==> config.mk <==
export PLATFORM = sky130hd
export DESIGN_NAME = fifo_burst_reader
export DESIGN_NICKNAME = d
export VERILOG_FILES = /design/src/rtl/fifo_pkg.sv /design/src/rtl/stream_skid_buf.sv /design/src/rtl/fifo_burst_reader.sv
export SDC_FILE = /design/constraint.sdc
export NUM_CORES = 1
export LEC_CHECK = 0
export ABC_AREA = 0
export CAP_MARGIN = 20
export CORE_MARGIN = 5
export CORE_UTILIZATION = 54
export DETAILED_ROUTE_END_ITERATION = 8
export GPL_TIMING_DRIVEN = 0
export PLACE_DENSITY = 0.94
export SETUP_SLACK_MARGIN = 0.4
export SYNTH_ARGS = -nofsm -noshare
export SYNTH_HDL_FRONTEND = slang
export SYNTH_SLANG_ARGS = --single-unit
==> constraint.sdc <==
create_clock -name clk_i -period 6.75 [get_ports clk_i]
set_input_delay 0.675 -clock clk_i [delete_from_list [all_inputs] [get_ports clk_i]]
set_output_delay 0.675 -clock clk_i [all_outputs]
set_load 0.05 [all_outputs]
==> src/rtl/fifo_pkg.sv <==
// Shared types for the FIFO burst reader: FSM state encoding and output entry layout.
package fifo_pkg;

  localparam int unsigned ENTRY_DWIDTH = 32;

  typedef enum logic [1:0] {
    IDLE  = 2'd0,
    BURST = 2'd1,
    FLUSH = 2'd2
  } burst_rd_state_t;

  typedef struct packed {
    logic [ENTRY_DWIDTH-1:0] data;
    logic                    last;
  } burst_entry_t;

endpackage

==> src/rtl/stream_skid_buf.sv <==
// Two-entry output buffer: push from the FIFO side, retire on downstream handshake.
module stream_skid_buf #(
  parameter int unsigned WIDTH = 33
) (
  input  logic             clk_i,
  input  logic             arst_i,
  input  logic             push_i,
  input  logic [WIDTH-1:0] push_data_i,
  input  logic             pop_i,
  output logic [1:0]       count_o,
  output logic [WIDTH-1:0] head_o
);

  logic [WIDTH-1:0] e0_q, e0_d;
  logic [WIDTH-1:0] e1_q, e1_d;
  logic [1:0]       cnt_q, cnt_d;
  logic             do_pop;
  logic             do_push;
  logic [1:0]       cnt_after_pop;

  // Next entries/count: retire shifts entry 1 to the head, push fills the first free slot.
  always_comb begin
    e0_d          = e0_q;
    e1_d          = e1_q;
    do_pop        = pop_i && (cnt_q != 2'd0);
    do_push       = push_i && ((cnt_q != 2'd2) || do_pop);
    cnt_after_pop = cnt_q - 2'(do_pop);
    if (do_pop) begin
      e0_d = e1_q;
    end
    if (do_push) begin
      if (cnt_after_pop == 2'd0) begin
        e0_d = push_data_i;
      end else begin
        e1_d = push_data_i;
      end
    end
    cnt_d = cnt_after_pop + 2'(do_push);
  end

  // Entry and count registers.
  always_ff @(posedge clk_i or posedge arst_i) begin
    if (arst_i) begin
      e0_q  <= '0;
      e1_q  <= '0;
      cnt_q <= 2'd0;
    end else begin
      e0_q  <= e0_d;
      e1_q  <= e1_d;
      cnt_q <= cnt_d;
    end
  end

  assign count_o = cnt_q;
  assign head_o  = e0_q;

endmodule

==> src/rtl/fifo_burst_reader.sv <==
// Drains a show-ahead FIFO into a valid/ready stream grouped into bursts with last_o.
// Optional partial-burst timeout flush: define FIFO_BURST_READER_TIMEOUT_EN.
module fifo_burst_reader
  import fifo_pkg::*;
#(
  parameter int unsigned DWIDTH    = 32,
  parameter int unsigned AWIDTH    = 4,
  parameter int unsigned BURST_LEN = 8,
  parameter int unsigned TIMEOUT   = 16
) (
  input  logic              clk_i,
  input  logic              arst_i,
  input  logic [DWIDTH-1:0] fifo_q_i,
  input  logic              fifo_empty_i,
  input  logic [AWIDTH:0]   fifo_usedw_i,
  output logic              fifo_rdreq_o,
  output logic [DWIDTH-1:0] data_o,
  output logic              valid_o,
  output logic              last_o,
  input  logic              ready_i,
  output logic              busy_o
);

  localparam int unsigned CWIDTH = AWIDTH + 1;
  localparam int unsigned EWIDTH = DWIDTH + 1;
  localparam logic [CWIDTH-1:0] BURST_LEN_C = CWIDTH'(BURST_LEN);

  if (BURST_LEN == 0 || BURST_LEN > (1 << AWIDTH) || TIMEOUT == 0) begin : g_param_check
    $error("fifo_burst_reader: illegal BURST_LEN/TIMEOUT");
  end

  burst_rd_state_t   state_q, state_d;
  logic [CWIDTH-1:0] words_left_q, words_left_d;
  logic              busy_q, busy_d;
  logic              pop_c;
  logic [1:0]        buf_cnt;
  logic [EWIDTH-1:0] buf_head;

`ifdef FIFO_BURST_READER_TIMEOUT_EN
  localparam int unsigned TWIDTH = $clog2(TIMEOUT + 1);
  localparam logic [TWIDTH-1:0] TIMEOUT_C = TWIDTH'(TIMEOUT);
  logic [TWIDTH-1:0] timer_q, timer_d;
`endif

  // Pop only with room in the output buffer; never depends on ready_i.
  always_comb begin
    pop_c = (state_q != IDLE) && (words_left_q != '0) && !fifo_empty_i && (buf_cnt < 2'd2);
  end

  // Next-state, burst word counter and idle timer.
  always_comb begin
    state_d      = state_q;
    words_left_d = words_left_q;
`ifdef FIFO_BURST_READER_TIMEOUT_EN
    timer_d      = '0;
`endif
    case (state_q)
      IDLE: begin
        if (fifo_usedw_i >= BURST_LEN_C) begin
          state_d      = BURST;
          words_left_d = BURST_LEN_C;
`ifdef FIFO_BURST_READER_TIMEOUT_EN
        end else if ((timer_q == TIMEOUT_C) && (fifo_usedw_i != '0)) begin
          state_d      = FLUSH;
          words_left_d = fifo_usedw_i;
        end else if (!fifo_empty_i) begin
          timer_d = (timer_q == TIMEOUT_C) ? timer_q : timer_q + TWIDTH'(1);
`endif
        end
      end
      BURST, FLUSH: begin
        if (pop_c) begin
          words_left_d = words_left_q - CWIDTH'(1);
          if (words_left_q == CWIDTH'(1)) begin
            state_d = IDLE;
          end
        end
      end
      default: state_d = IDLE;
    endcase
    busy_d = (state_d != IDLE);
  end

  // Control registers.
  always_ff @(posedge clk_i or posedge arst_i) begin
    if (arst_i) begin
      state_q      <= IDLE;
      words_left_q <= '0;
      busy_q       <= 1'b0;
    end else begin
      state_q      <= state_d;
      words_left_q <= words_left_d;
      busy_q       <= busy_d;
    end
  end

`ifdef FIFO_BURST_READER_TIMEOUT_EN
  // Idle timer register.
  always_ff @(posedge clk_i or posedge arst_i) begin
    if (arst_i) begin
      timer_q <= '0;
    end else begin
      timer_q <= timer_d;
    end
  end
`endif

  stream_skid_buf #(
    .WIDTH (EWIDTH)
  ) u_skid (
    .clk_i       (clk_i),
    .arst_i      (arst_i),
    .push_i      (pop_c),
    .push_data_i ({fifo_q_i, (words_left_q == CWIDTH'(1))}),
    .pop_i       (ready_i),
    .count_o     (buf_cnt),
    .head_o      (buf_head)
  );

  assign fifo_rdreq_o = pop_c;
  assign data_o       = buf_head[EWIDTH-1:1];
  assign last_o       = buf_head[0];
  assign valid_o      = (buf_cnt != 2'd0);
  assign busy_o       = busy_q;

endmodule

==> metrics.txt, run 1 <==
status finished, final reports clean; WL met2 about 3600 um; DRT iter0 DRCs 30; number of synthesized flops with an enable pin 0; final worst path period share 0.4783; post-CTS sizing 0; # diodes 0; pins over their slew limit 0; Crit path arrival time 2550 ps; post-synth top area share 0.5232; CTS tree yes; CP Class flop to primary output; r2r endpoint u_skid.head_o[31]; Die Width 92.04 um; cell taking the most area after synthesis dfrtp_1; drt via density 5.363; Mapped Area 3635 sq um; Startpoint Class flop; grt ovf 0; sequential area share after synthesis 0.5232; Final Non-Filler Cells 410; Post-Syn Instances around 240; io pins 77; Post-DP Area 4496 sq um; Cells after DPL 395; final hold violation count 0; hold depth 1; library cells used by synthesis 31; fillers 464; fin area 4711 sq um; number of global-route vias before repair between 2000 and 2500; hold wc startpoint u_skid.e1_q[24]; Die Y roughly 92 um; CORE AREA 6681 sq um; Slowest cell on crit path clkdlybuf4s50_1; Ys Warns 0; Routed met1 length 3033 um; Max-cap violations 0; WHS Endpoint u_skid.e1_q[24]; first-pass GRT wire length 11850 um; hold buffer count at CTS 0; Bufs and invs on worst path 2; CTS Buf Count 9; CP Cell Sequence inv_1 -> ha_1 -> nor3_2 -> and2_1 -> clkdlybuf4s50_1; Syn Nets 289; largest net degree at the start of global routing between 40 and 50; CTS Sinks 76; delay-heaviest family, CP buffers and inverters; Clock Root Buffer clkbuf_8; count leader, synth dfrtp_1; hpwl dp 4888 um; crit end category primary output; Top Metal Used met4; RSZ-0062 raised after global routing false; DR WL met3 365 um; reg2reg start u_skid.count_o[1]; postcts setup bufs 0; Syn Area/Cell approximately 15 sq um; prevailing post-synth register cell dfrtp_1; Post-synth top cells 76 x dfrtp_1, 70 x mux2_2, 30 x mux2_4; Clock transition at path regs 70 ps; Final Skew 8.176 ps; GRT Util Overall 0.1763; max_slew headroom 0.5654; detailed-route DRC error count 0; Hold/Removal Path Class flop to flop; crit path time final between 3000 and 4000 ps; FFs w/ async S/R, synth 1.000; register bit total from synthesis 76; drt first pass iters 4; Max IR drop VDD 0.3125 mV; row count 30; proportion of layout cells with a drive suffix above 1 0.3879; FF/Latch Area 1902 sq um; WL final 7045 um; Port Buffers 73; clk buf depth 2; Least-Margin Pin Slew 651.9 ps; WL per Instance between 15 and 20 um; Leak 0.002073 uW; setup TNS 0 ps; CP Data Required Time 6070 ps; Final nets 374; Max FO, Critical Path 9; PD cells roughly 540 nW/um^2; DIE AREA 8471 sq um; synth top area cells dfrtp_1 52%, mux2_2 22%, mux2_4 12%; Worst-Skew Late Latency 350 ps; slowest stage delay, CP 800 ps; gp weighted congestion 0.8136; via count 2199; initial antenna violation count 0; Fmax 309.7 MHz; P&R area growth vs syn 29.60%; H-Tree Depth 3; R2R Setup Slk 3780 ps; Initial Util 0.5440; Antenna Nets Post-Route 0; FF-to-FF path depth 8; area of the multi-input gates 1589 sq um; final setup fails 0
## worst reg2reg max path: stages, from the launching register on
cell and delay [ps]:
dfrtp_1 420, o21ai_1 490, clkbuf_1 530, inv_1 110, ha_1 310, nor2b_1 140
nand3_1 230, buf_4 260, mux2_2 360
## power by group
part	switching (uW)	internal, uW	leakage [uW]
Combinational	688	669	0.00105
Sequential	127	684	0.000915
Clock	161	216	0.000109
Total	976	1570	0.00207
## per-layer routing
metal | vias up | global-route usage
met4 | 0 | 0.05941
li1 | 1026 | -
met2 | 54 | 0.2962
met5 | - | 0
met1 | 1113 | 0.2144
met3 | 6 | 0.05578
## cell families after synthesis
| kind of cell | after synthesis | synth area share |
|---|---|---|
| mux | 104 | 0.3518 |
| flops | 76 | 0.5232 |
| buf+inv | 20 | 0.03958 |
| simple gates | 20 | 0.03718 |
| compound gates | 12 | 0.01928 |
| fa+ha+maj | 7 | 0.02410 |
| xor+xnor | 2 | 0.004820 |
## registers in the layout, summed over array words and instances, names as in the netlist
register	cells
words_left_q	5
u_skid.e1_q	33
busy_o	1
u_skid.head_o	33
state_q	2
u_skid.count_o	2
## worst max-delay path by stage
stage	from	end	cells past startpoint
final	state_q[0]	fifo_rdreq_o	5
after global routing	state_q[0]	fifo_rdreq_o	5
after detailed placement	ready_i	u_skid.e1_q[30]	10
after global placement	arst_i	u_skid.head_o[24]	2
after CTS	state_q[0]	fifo_rdreq_o	5
after floorplan	ready_i	u_skid.e1_q[0]	9
## through the flow
step                setup WS, ps  hold slack (ps)    util  power [uW]
floorplan                   4095            454.6       -        1806
global placement            2947            486.5  0.6684        2128
detailed placement          3242            493.1  0.6728        2178
CTS                         3496            508.8  0.7051        2569
global route                3386            522.5  0.7051        2678
finish                      3521            514.2  0.7051        2546
## placed cells by master (no fill, tap or decap), types with 4 or more instances in the layout
cell type / instances
nand3_1: 4
inv_1: 8
clkdlybuf4s50_1: 73
clkbuf_1: 4
clkbuf_8: 10
o21ai_0: 6
ha_1: 7
mux2_2: 70
dfrtp_1: 76
mux2i_1: 4
mux2_4: 30
## area by class of cell
cell class | instances | share of cell area
multi-input cells | 145 | 0.3373
plain buffers | 11 | 0.02337
flip-flops and latches | 76 | 0.4037
clock inverters | 4 | 0.01567
clock buffers | 11 | 0.03001
well taps | 80 | 0.02125
inverters | 9 | 0.007703
repair buffers | 74 | 0.1610
No activity file was read; power rests on OpenSTA's default activity.
==> run 2: changes to the inputs <==
CORE_UTILIZATION = 51   (was 54)
PLACE_DENSITY = 0.9   (was 0.94)
clock period = 3.2 ns   (was 6.75 ns; I/O delays follow)
==> run 2 against run 1 <==
  * Clock-buffer cell count down 1
  * Critical path depth rose by 3
  * Clock skew is 4.0 ps higher
  * First-iteration DRC count grew 33%
  * Critical endpoint is now u_skid.head_o[24]
  * Via count up 0.55%
  * Highest routed layer unchanged
  * Wire length down 1.0%
  * Global-route usage shrank 0.41 points
==> metrics.txt, run 2 (synthesis gave the netlist of run 1 again) <==
Clock transition at path regs about 80 ps; via count 2211; commonest non-fill, non-tap cell in the layout dfrtp_1; first-pass GRT wire length 11710 um; Port Buffers 73; Startpoint Class flop; Least-Margin Pin Slew 584.0 ps; max_slew headroom 0.6052; Max IR drop VDD 0.6145 mV; status finished, final reports clean; detailed-route DRC error count 0; CP Cell Sequence o21ai_2 -> clkbuf_2 -> inv_1 -> ha_1 -> nor2b_1 -> nand3_1 -> buf_4 -> mux2_2; hpwl dp 4923 um; Post-DP Area 4516 sq um; Antenna Nets Post-Route 0; fillers 478; Crit path arrival time 2830 ps; Pwr Total approximately 5500 uW; drt first pass iters 4; Bufs and invs on worst path 3; largest net degree at the start of global routing 49; row count 30; final worst path period share 0.8130; WL per Instance 16.33 um; clk buf depth 2; Fmax slightly below 400 MHz; Clock Root Buffer clkbuf_8; crit path time final ~2600 ps; gp weighted congestion a little over 0.7; slowest stage delay, CP 430 ps; fin area 4783 sq um; final setup fails 0; CORE AREA slightly below 7000 sq um; proportion of layout cells with a drive suffix above 1 0.3958; DRT iter0 DRCs 40; most frequent cells in the layout 76 x dfrtp_1, 72 x clkdlybuf4s50_1, 70 x mux2_2, 30 x mux2_4, 9 x clkbuf_8; io pins 77; Slowest cell on crit path dfrtp_1; grt ovf 0; Worst-Skew Late Latency 350 ps; CTS Buf Count 9; postcts setup bufs 0; final hold violation count 0; pins over their slew limit 0; P&R area growth vs syn 31.60%; Final nets 374; Leak 0.002098 uW; Max FO, Critical Path 10; H-Tree Depth 3; Die Width approximately 94 um; CP Data Required Time 3420 ps; RSZ-0062 raised after global routing false; DIE AREA 8915 sq um; Die Y 94.42 um; WL final 6973 um; hold buffer count at CTS 0; Initial Util 0.5291; number of global-route vias before repair 2418; Hold/Removal Path Class primary input to async pin; Final Skew 12.20 ps; initial antenna violation count 0; GRT Util Overall 0.1722; Max-cap violations 0; PD cells 1152 nW/um^2; # diodes 0; CTS tree yes; delay-heaviest family, CP buffers and inverters; CP Class flop to flop; crit end category flop; CTS Sinks 76; drt via density just over 5
## run 2: power by group
| group | switching, uW | internal [uW] |
|---|---|---|
| clock | 350 | 599 |
| sequential | 267 | 1440 |
| combinational | 1440 | 1410 |
## run 2: layout make-up
type | instances | area, sq um | area share
clock buffer | 10 | 127.6 | 0.02668
sequential | 76 | 1902 | 0.3976
buffer | 11 | 111.4 | 0.02328
inverter | 9 | 36.28 | 0.007586
tap | 96 | 120.1 | 0.02511
timing repair buffer | 74 | 757.0 | 0.1583
clock inverter | 6 | 136.4 | 0.02851
multi-input combinational | 145 | 1593 | 0.3330
## run 2: timing repair
action / CTS / global route
gates resized for setup: 3 / 0
endpoints found under the hold margin: 0 / 0
setup endpoints to repair: 66 / 0
## run 2: per-stage QoR
stage                     TNS [ps]  utilization  hold WS (ps)  instances  setup WS [ps]
final                            0       0.6964         322.7        427          598.5
after floorplan                  0            -         454.6        241          693.2
after detailed placement         0       0.6574         491.6        411          53.27
after global placement      -19270       0.6530         486.2        410         -256.7
after global routing             0       0.6964         340.8        427          442.1
after CTS                        0       0.6964         330.7        427          553.7
## run 2: path summary, 6_finish.rpt
path / startpoint / depth (start not counted) / endpoint / slack, ps
min reg2reg: u_skid.e1_q[23] / 1 / u_skid.e1_q[23] / 510
min: arst_i / 2 / u_skid.e1_q[16] / 320
max reg2reg: u_skid.count_o[1] / 8 / u_skid.head_o[24] / 600
max: u_skid.count_o[1] / 8 / u_skid.head_o[24] / 600
min in group clk_i: u_skid.e1_q[23] / 1 / u_skid.e1_q[23] / 510
max in group asynchronous: arst_i / 3 / u_skid.head_o[27] / 2320
## run 2: worst reg2reg max path, stage by stage (launching register included)
cell	delay (ps)
dfrtp_1	430
o21ai_2	350
clkbuf_2	360
inv_1	80
ha_1	280
nor2b_1	140
nand3_1	220
buf_4	260
mux2_2	360
## run 2: routing by layer
layer  track usage  vias to the layer above  share of wire
met1        0.1955                     1126           0.42
met4       0.04212                        0         0.0090
met3       0.07570                        7          0.061
met2        0.2979                       47           0.51
li1              -                     1031              -
met5             0                        -              0
==> run 3: changes to the inputs <==
CORE_UTILIZATION = 46   (was 51)
PLACE_DENSITY = 0.86   (was 0.9)
clock period = 2.3 ns   (was 3.2 ns; I/O delays follow)
==> run 3 against run 2 <==
  * Global-route usage fell by 1.5 points
  * Clock power rose by 26%
  * Clock-buffer cell count did not move
  * Die area rose by 9.7%
  * Highest routed layer unchanged
==> metrics.txt, run 3 (synthesis gave the netlist of run 1 again) <==
status finished, final reports clean; Startpoint Class flop; initial antenna violation count 0; fin area 5065 sq um; Antenna Nets Post-Route 0; drt first pass iters 4; gp weighted congestion 0.6858; DIE AREA 9779 sq um; Clock Root Buffer clkbuf_8; CP Data Required Time 2520 ps; PD cells 1566 nW/um^2; beginning of the critical path u_skid.count_o[0]; Leak ~0.0022 uW; WL final between 7000 and 8000 um; max_slew headroom 0.3898; Initial Util 0.4704; hpwl dp ~5000 um; Clock transition at path regs around 80 ps; Post-DP Area 4568 sq um; P&R area growth vs syn 39.35%; via count 2227; most frequent cells in the layout 75 x dfrtp_1, 71 x clkdlybuf4s50_1, 67 x mux2_2, 33 x mux2_4, 10 x clkbuf_8; Final nets 388; Place WS -267.5 ps; detailed-route DRC error count 0; Max IR drop VDD 0.7260 mV; final worst path period share 0.9113; area of the multi-input gates 1689 sq um; reg2reg start u_skid.count_o[0]; H-Tree Depth 3; CORE AREA 7727 sq um; Max-cap violations 0; FF-to-FF path depth 9; CP Class flop to flop; largest net degree at the start of global routing 42; slack of the critical path 204.0 ps; Final Skew 7.646 ps; DRT iter0 DRCs 34; fillers 545; crit path time final 2096 ps; FF/Latch Area 1903 sq um; RSZ-0062 raised after global routing true; final hold slack 427.0 ps; GRT Util Overall 0.1572; Fmax 477.1 MHz; CTS Buf Count 9; drt via density roughly 5; CTS tree yes; final setup fails 0; number of global-route vias before repair 2474; # diodes 0; clk buf depth 2; Crit path arrival time about 2300 ps; WL per Instance ~16 um; crit end category flop; commonest non-fill, non-tap cell in the layout dfrtp_1; Die Width 98.89 um; Port Buffers 73; Least-Margin Pin Slew 913.4 ps; Worst-Skew Late Latency 340 ps; proportion of layout cells with a drive suffix above 1 0.4709; row count 32; io pins 77; Hold/Removal Path Class primary input to async pin; Die Y 98.89 um; pins over their slew limit 0; final hold violation count 0; CTS Sinks 76; grt ovf 0; Max FO, Critical Path 10; first-pass GRT wire length 12240 um
run 3: through the flow:
stage	instances	utilization	TNS, ps	power [uW]
global placement	416	0.5886	-11150	6342
global route	446	0.6554	0	8391
detailed placement	417	0.5912	-12820	6468
CTS	443	0.6462	0	7947
finish	446	0.6554	0	7931
floorplan	241	-	0	5373
run 3: routing by layer:
metal,wire length [um],GRT usage
met3,451,0.04812
met4,93,0.05357
met1,3083,0.1974
met5,0,0
met2,3643,0.2577
run 3: repair_timing:
action / 4_1_cts / 5_1_grt
gates resized for setup: 29 / 10
buffers inserted: 10 / 3
cloned: 1 / 0
endpoints found under the setup margin: 69 / 72
hold buffers: 0 / 0
pin swaps: 3 / 1
run 3: worst paths after layout:
kind / end / slack (ps)
setup / recovery: u_skid.e1_q[4] / 200
hold / removal: u_skid.head_o[7] / 430
setup reg to reg: u_skid.e1_q[4] / 200
hold reg to reg: words_left_q[4] / 510
max in group asynchronous: words_left_q[4] / 1210
min in group clk_i: words_left_q[4] / 510
run 3: where the power goes:
part | internal (uW) | switching, uW | leakage [uW]
registers | 2010 | 368 | 0.000914
logic | 2230 | 2130 | 0.00118
clock network | 741 | 459 | 0.000122
total | 4980 | 2950 | 0.00222
run 3: critical path: stages (launching register included):
cell,delay [ps]
dfrtp_1,420
o21ai_4,200
clkbuf_16,160
inv_4,30
ha_4,220
nor2b_4,120
and3b_1,210
buf_6,150
buf_12,150
mux2_4,310
run 3: cell type report:
class | count | area share
Inverter | 9 | 0.007905
Tap cell | 102 | 0.02520
Clock buffer | 10 | 0.02717
Clock inverter | 5 | 0.01976
Buffer | 11 | 0.03310
Timing Repair Buffer | 88 | 0.1776
Sequential cell | 76 | 0.3757
Multi-Input combinational cell | 145 | 0.3335
